==> src/rtl/stable_sel_mux_pkg.sv <==
// Shared types and sizing helpers for the stable-select multiplexer.
package stable_sel_mux_pkg;

  typedef enum logic {
    IDLE  = 1'b0,
    ARMED = 1'b1
  } state_e;

  // Select width is max(1, clog2(nch)).
  function automatic int sel_width(input int nch);
    return (nch <= 2) ? 1 : $clog2(nch);
  endfunction

  // Counter width wide enough to hold the value `stable` itself.
  function automatic int cnt_width(input int stable);
    return $clog2(stable + 1);
  endfunction

endpackage : stable_sel_mux_pkg

==> src/rtl/sel_qualifier.sv <==
// Select-request qualifier: a channel change commits only after the same
// qualified request has been seen on STABLE consecutive rising edges.
module sel_qualifier
  import stable_sel_mux_pkg::*;
#(
  parameter int NCH    = 4,
  parameter int STABLE = 3
) (
  input  logic                      clk,
  input  logic                      reset,
  input  logic [sel_width(NCH)-1:0] sel_req,
  input  logic                      sel_en1,
  input  logic                      sel_en2,
  output logic [sel_width(NCH)-1:0] sel_cur,
  output logic                      pending
);

  localparam int SELW = sel_width(NCH);
  localparam int CW   = cnt_width(STABLE);

  localparam logic [CW-1:0] CNT_ONE  = CW'(1);
  localparam logic [CW-1:0] CNT_DONE = CW'(STABLE);

  state_e          state_q, state_d;
  logic [SELW-1:0] cand_q, cand_d;
  logic [SELW-1:0] sel_cur_q, sel_cur_d;
  logic [CW-1:0]   cnt_q, cnt_d;
  logic            qualified;

  // Out-of-range requests are indistinguishable from no request.
  assign qualified = sel_en1 & sel_en2 & (int'(sel_req) < NCH);

  // NOTE: every signal driven here gets a default first, so no path can
  // leave it unassigned and infer a latch.
  always_comb begin
    state_d   = state_q;
    cand_d    = cand_q;
    sel_cur_d = sel_cur_q;
    cnt_d     = cnt_q;

    unique case (state_q)
      IDLE: begin
        if (qualified && (sel_req != sel_cur_q)) begin
          cand_d = sel_req;
          if (STABLE == 1) begin
            sel_cur_d = sel_req;
            cnt_d     = '0;
          end else begin
            cnt_d   = CNT_ONE;
            state_d = ARMED;
          end
        end
      end

      ARMED: begin
        if (qualified && (sel_req == cand_q)) begin
          if ((cnt_q + CNT_ONE) == CNT_DONE) begin
            sel_cur_d = cand_q;
            cnt_d     = '0;
            state_d   = IDLE;
          end else begin
            cnt_d = cnt_q + CNT_ONE;
          end
        end else if (qualified && (sel_req != sel_cur_q)) begin
          // A different candidate restarts qualification from one.
          cand_d = sel_req;
          cnt_d  = CNT_ONE;
        end else begin
          cnt_d   = '0;
          state_d = IDLE;
        end
      end

      default: begin
        cnt_d   = '0;
        state_d = IDLE;
      end
    endcase
  end

  // NOTE: sequential state uses non-blocking assignments so every flop
  // samples the pre-edge values computed above, independent of block order.
  always_ff @(posedge clk) begin
    if (reset) begin
      state_q   <= IDLE;
      cand_q    <= '0;
      sel_cur_q <= '0;
      cnt_q     <= '0;
    end else begin
      state_q   <= state_d;
      cand_q    <= cand_d;
      sel_cur_q <= sel_cur_d;
      cnt_q     <= cnt_d;
    end
  end

  assign sel_cur = sel_cur_q;
  assign pending = (state_q == ARMED);

endmodule : sel_qualifier

==> src/rtl/stable_sel_mux.sv <==
// Registered NCH:1 data selector whose select changes only after a
// qualified request has been stable for STABLE cycles.
module stable_sel_mux
  import stable_sel_mux_pkg::*;
#(
  parameter int WIDTH  = 8,
  parameter int NCH    = 4,
  parameter int STABLE = 3
) (
  input  logic                      clk,
  input  logic                      reset,
  input  logic [NCH*WIDTH-1:0]      din,
  input  logic [sel_width(NCH)-1:0] sel_req,
  input  logic                      sel_en1,
  input  logic                      sel_en2,
  input  logic                      hold,
  output logic [WIDTH-1:0]          out,
  output logic [sel_width(NCH)-1:0] sel_cur,
  output logic                      pending
);

  localparam int SELW = sel_width(NCH);

  logic [SELW-1:0]  sel_cur_w;
  logic [WIDTH-1:0] mux_data;
  logic [WIDTH-1:0] out_q, out_d;

  sel_qualifier #(
    .NCH    (NCH),
    .STABLE (STABLE)
  ) u_sel_qualifier (
    .clk     (clk),
    .reset   (reset),
    .sel_req (sel_req),
    .sel_en1 (sel_en1),
    .sel_en2 (sel_en2),
    .sel_cur (sel_cur_w),
    .pending (pending)
  );

  // The mux reads the registered select, so a commit reaches out one edge later.
  always_comb begin
    mux_data = '0;
    for (int k = 0; k < NCH; k++) begin
      if (int'(sel_cur_w) == k) begin
        mux_data = din[k*WIDTH +: WIDTH];
      end
    end
  end

  always_comb begin
    out_d = out_q;
    if (!hold) begin
      out_d = mux_data;
    end
  end

  // NOTE: reset takes priority over hold, so a held output still clears.
  always_ff @(posedge clk) begin
    if (reset) begin
      out_q <= '0;
    end else begin
      out_q <= out_d;
    end
  end

  assign out     = out_q;
  assign sel_cur = sel_cur_w;

endmodule : stable_sel_mux

==> config.mk <==
export PLATFORM = sky130hd
export DESIGN_NAME = stable_sel_mux
export DESIGN_NICKNAME = d
export VERILOG_FILES = /design/src/rtl/stable_sel_mux_pkg.sv /design/src/rtl/sel_qualifier.sv /design/src/rtl/stable_sel_mux.sv
export SDC_FILE = /design/constraint.sdc
export NUM_CORES = 1
export LEC_CHECK = 0
export CORE_ASPECT_RATIO = 0.8
export CORE_MARGIN = 2
export CORE_UTILIZATION = 37
export CTS_CLUSTER_SIZE = 30
export DETAILED_ROUTE_END_ITERATION = 10
export GPL_TIMING_DRIVEN = 1
export PLACE_DENSITY = 0.88
export SYNTH_ARGS = -nofsm -noshare
export SYNTH_HDL_FRONTEND = slang
export SYNTH_HIERARCHICAL = 1
export SYNTH_SLANG_ARGS = --single-unit
==> constraint.sdc <==
create_clock -name clk -period 1.42 [get_ports clk]
set_input_delay 0.426 -clock clk [delete_from_list [all_inputs] [get_ports clk]]
set_output_delay 0.426 -clock clk [all_outputs]
set_load 0.02 [all_outputs]
-- Word level (Yosys, flattened, before mapping)
Cells that the tools add are included.
- register bits: 15
- bits of input ports: 39
- logic and storage cells: 36
- add/sub/neg operators: 1
- equality and inequality tests: 8
- mux-type cells: 16
- bitwise logic cells: 2
- reductions and logical operators: 4
- operator list (kind ; count):
    8-bit two-way mux ; 4
    2-bit two-way mux ; 5
    2-bit case mux with 2 select lines ; 2
    2-bit equality test (second input constant) ; 3
    1-bit two-way mux ; 4
    3-bit AND reduction ; 1
    2-bit by 1-bit adder with 2-bit output (second input constant) ; 1
    2-bit by 1-bit equality test with 1-bit output (second input constant) ; 1
    2-bit equality test ; 1
    1-bit logical AND ; 2
    2-bit zero test ; 1
    2-bit by 1-bit inequality test with 1-bit output (second input constant) ; 1
    2-bit inequality test ; 1
    2-bit inequality test (second input constant) ; 1
    1-bit case mux with 2 select lines ; 1
    1-bit bitwise AND ; 1
    1-bit NOT ; 1

-- Longest topological paths before layout
- word-level depth: 5
- depth in mapped cells: 5

-- Hierarchy
Netlist, hierarchy kept.
- modules (own cells, without submodules) (module ; instances ; cells each ; area each (um2) ; sequential area each (um2)):
    stable_sel_mux ; 1 ; 54 ; 499.2 ; 160.2
    sel_qualifier ; 1 ; 36 ; 352.8 ; 140.1

-- Worst setup path after synthesis
No wires, ideal clock.
- path kind: register to register
- from: register u_sel_qualifier.sel_cur_q[0] (netlist: u_sel_qualifier/sel_cur[0])
- to: register out_q[3] (netlist: out[3])
- library setup time: 0.128 ns
- arrival: 1.274 ns
- data required time: 1.292 ns
- slack: 0.018 ns
- stages on the path, launching flop included: 5
- cells stage by stage: dfxtp_1 buf_6 mux4_2 nand2_1 a21oi_1
- word-level cells in the longest chain between the ends: 5
- RTL lines (what ; line ; text):
    from (decl) ; sel_qualifier.sv:26 ; logic [SELW-1:0] sel_cur_q, sel_cur_d;
    from (signal assigned) ; sel_qualifier.sv:92 ; sel_cur_q <= sel_cur_d;
    2-bit zero test ; stable_sel_mux.sv:45 ; if (int'(sel_cur_w) == k) begin
    8-bit two-way mux (3 in series) ; stable_sel_mux.sv:45 ;
    8-bit two-way mux * ; stable_sel_mux.sv:45 ;
    to (signal assigned) ; stable_sel_mux.sv:63 ; out_q <= out_d;
    to (decl) ; stable_sel_mux.sv:26 ; logic [WIDTH-1:0] out_q, out_d;
Every way passes the cells marked *; elsewhere a longest branch is shown, timed or not.
A chain may end at the register's enable or synchronous reset.

-- Worst setup path after layout
- from: register u_sel_qualifier.sel_cur_q[1] (netlist: u_sel_qualifier/sel_cur[1])
- to: register u_sel_qualifier.cnt_q[0]
- word-level cells in the longest chain between the ends: 5
- RTL lines (what ; line ; text):
    2-bit inequality test * ; sel_qualifier.sv:43, sel_qualifier.sv:64 ;
    1-bit logical AND * ; sel_qualifier.sv:43, sel_qualifier.sv:64 ;
    1-bit two-way mux ; sel_qualifier.sv:64 ; end else if (qualified && (sel_req != sel_cur_q)) begin
    2-bit two-way mux ; sel_qualifier.sv:56 ; if (qualified && (sel_req == cand_q)) begin
    2-bit case mux with 2 select lines ; sel_qualifier.sv:41 ; unique case (state_q)
    to (signal assigned) ; sel_qualifier.sv:93 ; cnt_q <= cnt_d;
    to (decl) ; sel_qualifier.sv:27 ; logic [CW-1:0] cnt_q, cnt_d;
Marks and branches as above.

==> results by stage <==
Timing:
- The count of pins over their slew limit is 0.
- Across the routed clock network, the largest skew measured is 0.006596 ns.
- The routed design could run at a clock period as short as 1.388 ns.
- The transition time at the pin with the least slew margin is 0.3600 ns.
- The relative slew slack is 75.66%.
- The highest clock frequency the design can meet is 720.2 MHz.
- Dividing the final minimum period by the clock period gives 97.78%.
- Setup violations remaining at the end of the flow were counted as 0.
- The final sum of negative setup slack is 0 ns.
- The total count of hold-check failures in the final report is 0.
- In the post-route analysis, the smallest setup slack over all paths is 0.03152 ns.

CTS:
- For this design, the sink count on the clock tree is 15.
- The clock latency on the worst-skew pair is 0.29 ns.
- The level count of the clock H-tree is 1.
- Clock tree synthesis selected as its root buffer the cell clkbuf_4.
- Counting the buffers created by CTS gives 3.
- Clock-pin slew was measured on the worst setup and hold paths at 0.10 ns.
- The TritonCTS clock tree is yes.
- No sink is reached through more buffers than the 2 on the longest clock path.

Yosys:
- dfxtp_1 takes more of the synthesized area than any other cell.
- The synthesized netlist occupies a cell area of 852.1 um^2.
- The net count after synthesis is 129.
- The synthesized instance count is 90.
- Of the post-synthesis cell area, the dominant cell type holds 35.24%.
- The register bit count reported by yosys is 15.
- Dividing the synthesized area by the synthesized cell count gives 9.467 um^2.
- The register area share after synthesis is 35.24%.
- By area the synthesized netlist is led by dfxtp_1 (35%), mux2_1 (7.9%), o221ai_1 (6.2%).
- The total number of yosys warnings is 6.
- The unique cell type count in the Yosys netlist is 28.

Worst setup path:
- The critical path data required time is 1.61 ns.
- The worst register-to-register path begins at u_sel_qualifier/sel_cur[1]$_SDFFE_PP0P_.
- Walking the worst path, the cells encountered are buf_6 -> xnor2_2 -> a21oi_2 -> buf_4 -> nor3b_2 -> a211o_1.
- By startpoint and endpoint, the worst setup path is classified as flop to flop.
- The largest single stage delay on the critical path is 0.34 ns.
- The arrival time of the worst setup path is 1.58 ns.
- The cell at the slowest stage of the critical path is dfxtp_1.
- The most critical setup path has its startpoint at u_sel_qualifier/sel_cur[1]$_SDFFE_PP0P_.
- In this run the worst path has a maximum fanout of 9.
- The worst setup path is launched from a flop.
- The critical path endpoint category is a flop.

Placement:
- At the end of routability-driven placement, the weighted congestion stood at 0.7383.
- Timing analysis after detailed placement gives a worst setup slack of -0.5046 ns.
- The placed cell count is 168.
- The estimated wirelength of the detail-placed design is 2198 um.
- The number of buffer cells added on primary ports is 49.

Power:
- The share of total power dissipated in the clock network is 26.9%.
- The fraction of power consumed by sequential logic is 47.0%.
- The combinational power share is 26.1%.
- In this run switching power makes up 27.49% of total power.
- In this run the power density over the cells is 640.6 nW/um^2.
- The cell leakage power is 0.0005874 uW.
- The net switching power is 263.8 uW.
- The internal portion of the total power is 695.6 uW.
- The peak ir drop on the vdd network is 410.9 uV.

Die:
- 50 I/O pins were placed.
- The core region is 2158 um^2.
- The die width is 57.65 um.
- The die covers 2705 um^2.
- The initial utilization of the core area, before any placement, comes to 39.48%.
- The number of rows created at floorplan is 15.
- The floorplan step set the die height to 46.92 um.

Cells and area:
- The fraction of layout instances using a drive strength above 1 is 25.33%.
- The final layout contains 190 nets.
- The antenna diode count is 0.
- In the layout the commonest cells are clkdlybuf4s50_1 (34), dfxtp_1 (14), nand2_1 (12), nor2_1 (12), buf_4 (11).
- The most common library cell in the layout ignoring fill and taps is clkdlybuf4s50_1.
- The layout has 175 filler cells.
- The relative area change from synthesis to final layout is 75.77%.
- The post-layout instance count excluding filler cells is 175.

Route:
- The number of design-rule violations left by the first detailed-router iteration is 18.
- The wire length reported by the detailed router is 2918 um.
- The via count normalized by instance count is 5.234.
- After detailed routing, the number of remaining DRC violations is 0.
- In the final routed layout, each cell accounts on average for 16.67 um.
- The length of the first detailed-routing pass in iterations is 4.
- The routed via count is 916.
- The count of nets left with antenna violations once routing finished came out at 0.

Hold path:
- In this run the worst hold path is classified as flop to flop.
- The worst hold path startpoint is out[6]$_SDFFE_PP0N_.

Flow run:
- The count of max-cap constraint violations is 0.

GRT:
- The first global-routing pass estimated 4347 um of wire.
- After global routing the overflow that remains totals 0.
- Across every metal layer, demand over resource in global routing totals 21.66%.
- The initial antenna violation count came to 0.
- Entering global routing, the biggest net connects 10 pins.
- The via count of the first global-routing pass is 980.

Outcome:
- The flow ran to the end, and the final reports show no timing, DRC or antenna violations.
[worst max-delay path: cells and delay by family, from the launching register on]
kind / cells / cell delay [ns]
xor+xnor: 1 / 0.19
compound gates: 2 / 0.33
simple gates: 1 / 0.15
flops: 1 / 0.34
buf+inv: 2 / 0.28
[worst paths after layout]
kind	cells past startpoint	slack (ns)	endpoint
min reg2reg	2	0.46	out[6]$_SDFFE_PP0N_
min	2	0.46	out[6]$_SDFFE_PP0N_
max reg2reg	6	0.03	u_sel_qualifier/cnt_q[0]$_SDFFE_PP0P_
max	6	0.03	u_sel_qualifier/cnt_q[0]$_SDFFE_PP0P_
[synth_stat cells (all sizes together)]
cell / count
a21oi: 3
nor3: 3
nor2: 12
nor3b: 1
o221ai: 6
mux2: 6
clkbuf: 1
inv: 1
a211o: 1
a2bb2oi: 1
nor4: 1
a211oi: 6
nor4b: 1
xor2: 2
mux4: 2
nor2b: 1
nand2b: 2
dfxtp: 15
buf: 5
mux2i: 4
nand2: 12
nand3: 1
xnor2: 2
or3b: 1
[power by group through the flow]
stage	Combinational (uW)	Clock, uW	Sequential, uW
after CTS	242	257	450
final	251	258	451
after global routing	267	284	453
after detailed placement	242	0	459
after global placement	234	0	459
after floorplan	69.4	0	474
[stage by stage]
step / utilization (%) / power (uW) / area, um^2 / hold WS, ns
5_1_grt: 69.39 / 1004 / 1498 / 0.4911
3_3_place_gp: 64.99 / 693.0 / 1403 / 0.4464
4_1_cts: 68.06 / 948.9 / 1469 / 0.4658
3_5_place_dp: 64.99 / 701.7 / 1403 / 0.4551
6_report: 69.39 / 959.4 / 1498 / 0.4636
2_1_floorplan: - / 543.8 / 852.1 / 0.5029
[layer usage]
metal	vias up	global-route usage, %	wire [um]
li1	446	-	-
met1	426	23.95	1155
met2	42	43.18	1566
met3	2	3.581	163
met4	0	7.442	33
met5	-	0	0
[area by class of cell]
cell class / instances / area, um^2 / share of cell area [%]
clock inverters: 1 / 5.005 / 0.3342
repair buffers: 62 / 564.3 / 37.68
clock buffers: 3 / 22.52 / 1.504
inverters: 1 / 3.754 / 0.2506
flip-flops and latches: 15 / 301.5 / 20.13
multi-input cells: 68 / 569.3 / 38.01
well taps: 25 / 31.28 / 2.089
[repair_timing]
item / 4_1_cts / 5_1_grt
pin swaps: 3 / 3
endpoints found under the setup margin: 19 / 17
setup buffers: 3 / 0
hold buffers: 0 / 0
resized for setup: 23 / 22
[registers in the layout, indices dropped and copies added, names as in the netlist]
signal                   cells
u_sel_qualifier/cnt_q        2
u_sel_qualifier/pending      1
u_sel_qualifier/sel_cur      2
u_sel_qualifier/cand_q       2
out                          8
[logic make-up (layout without fill, tap and decap cells)]
group,after synthesis,count (layout),synth area share (%)
XOR/XNOR,4,4,4.112
buffers and inverters,7,67,5.872
multiplexers,12,12,17.91
AND/OR/NAND/NOR,35,35,21.15
flip-flops,15,15,35.24
AO/OA/AOI/OAI,17,17,15.71
Power figures use the tool's default switching activity.
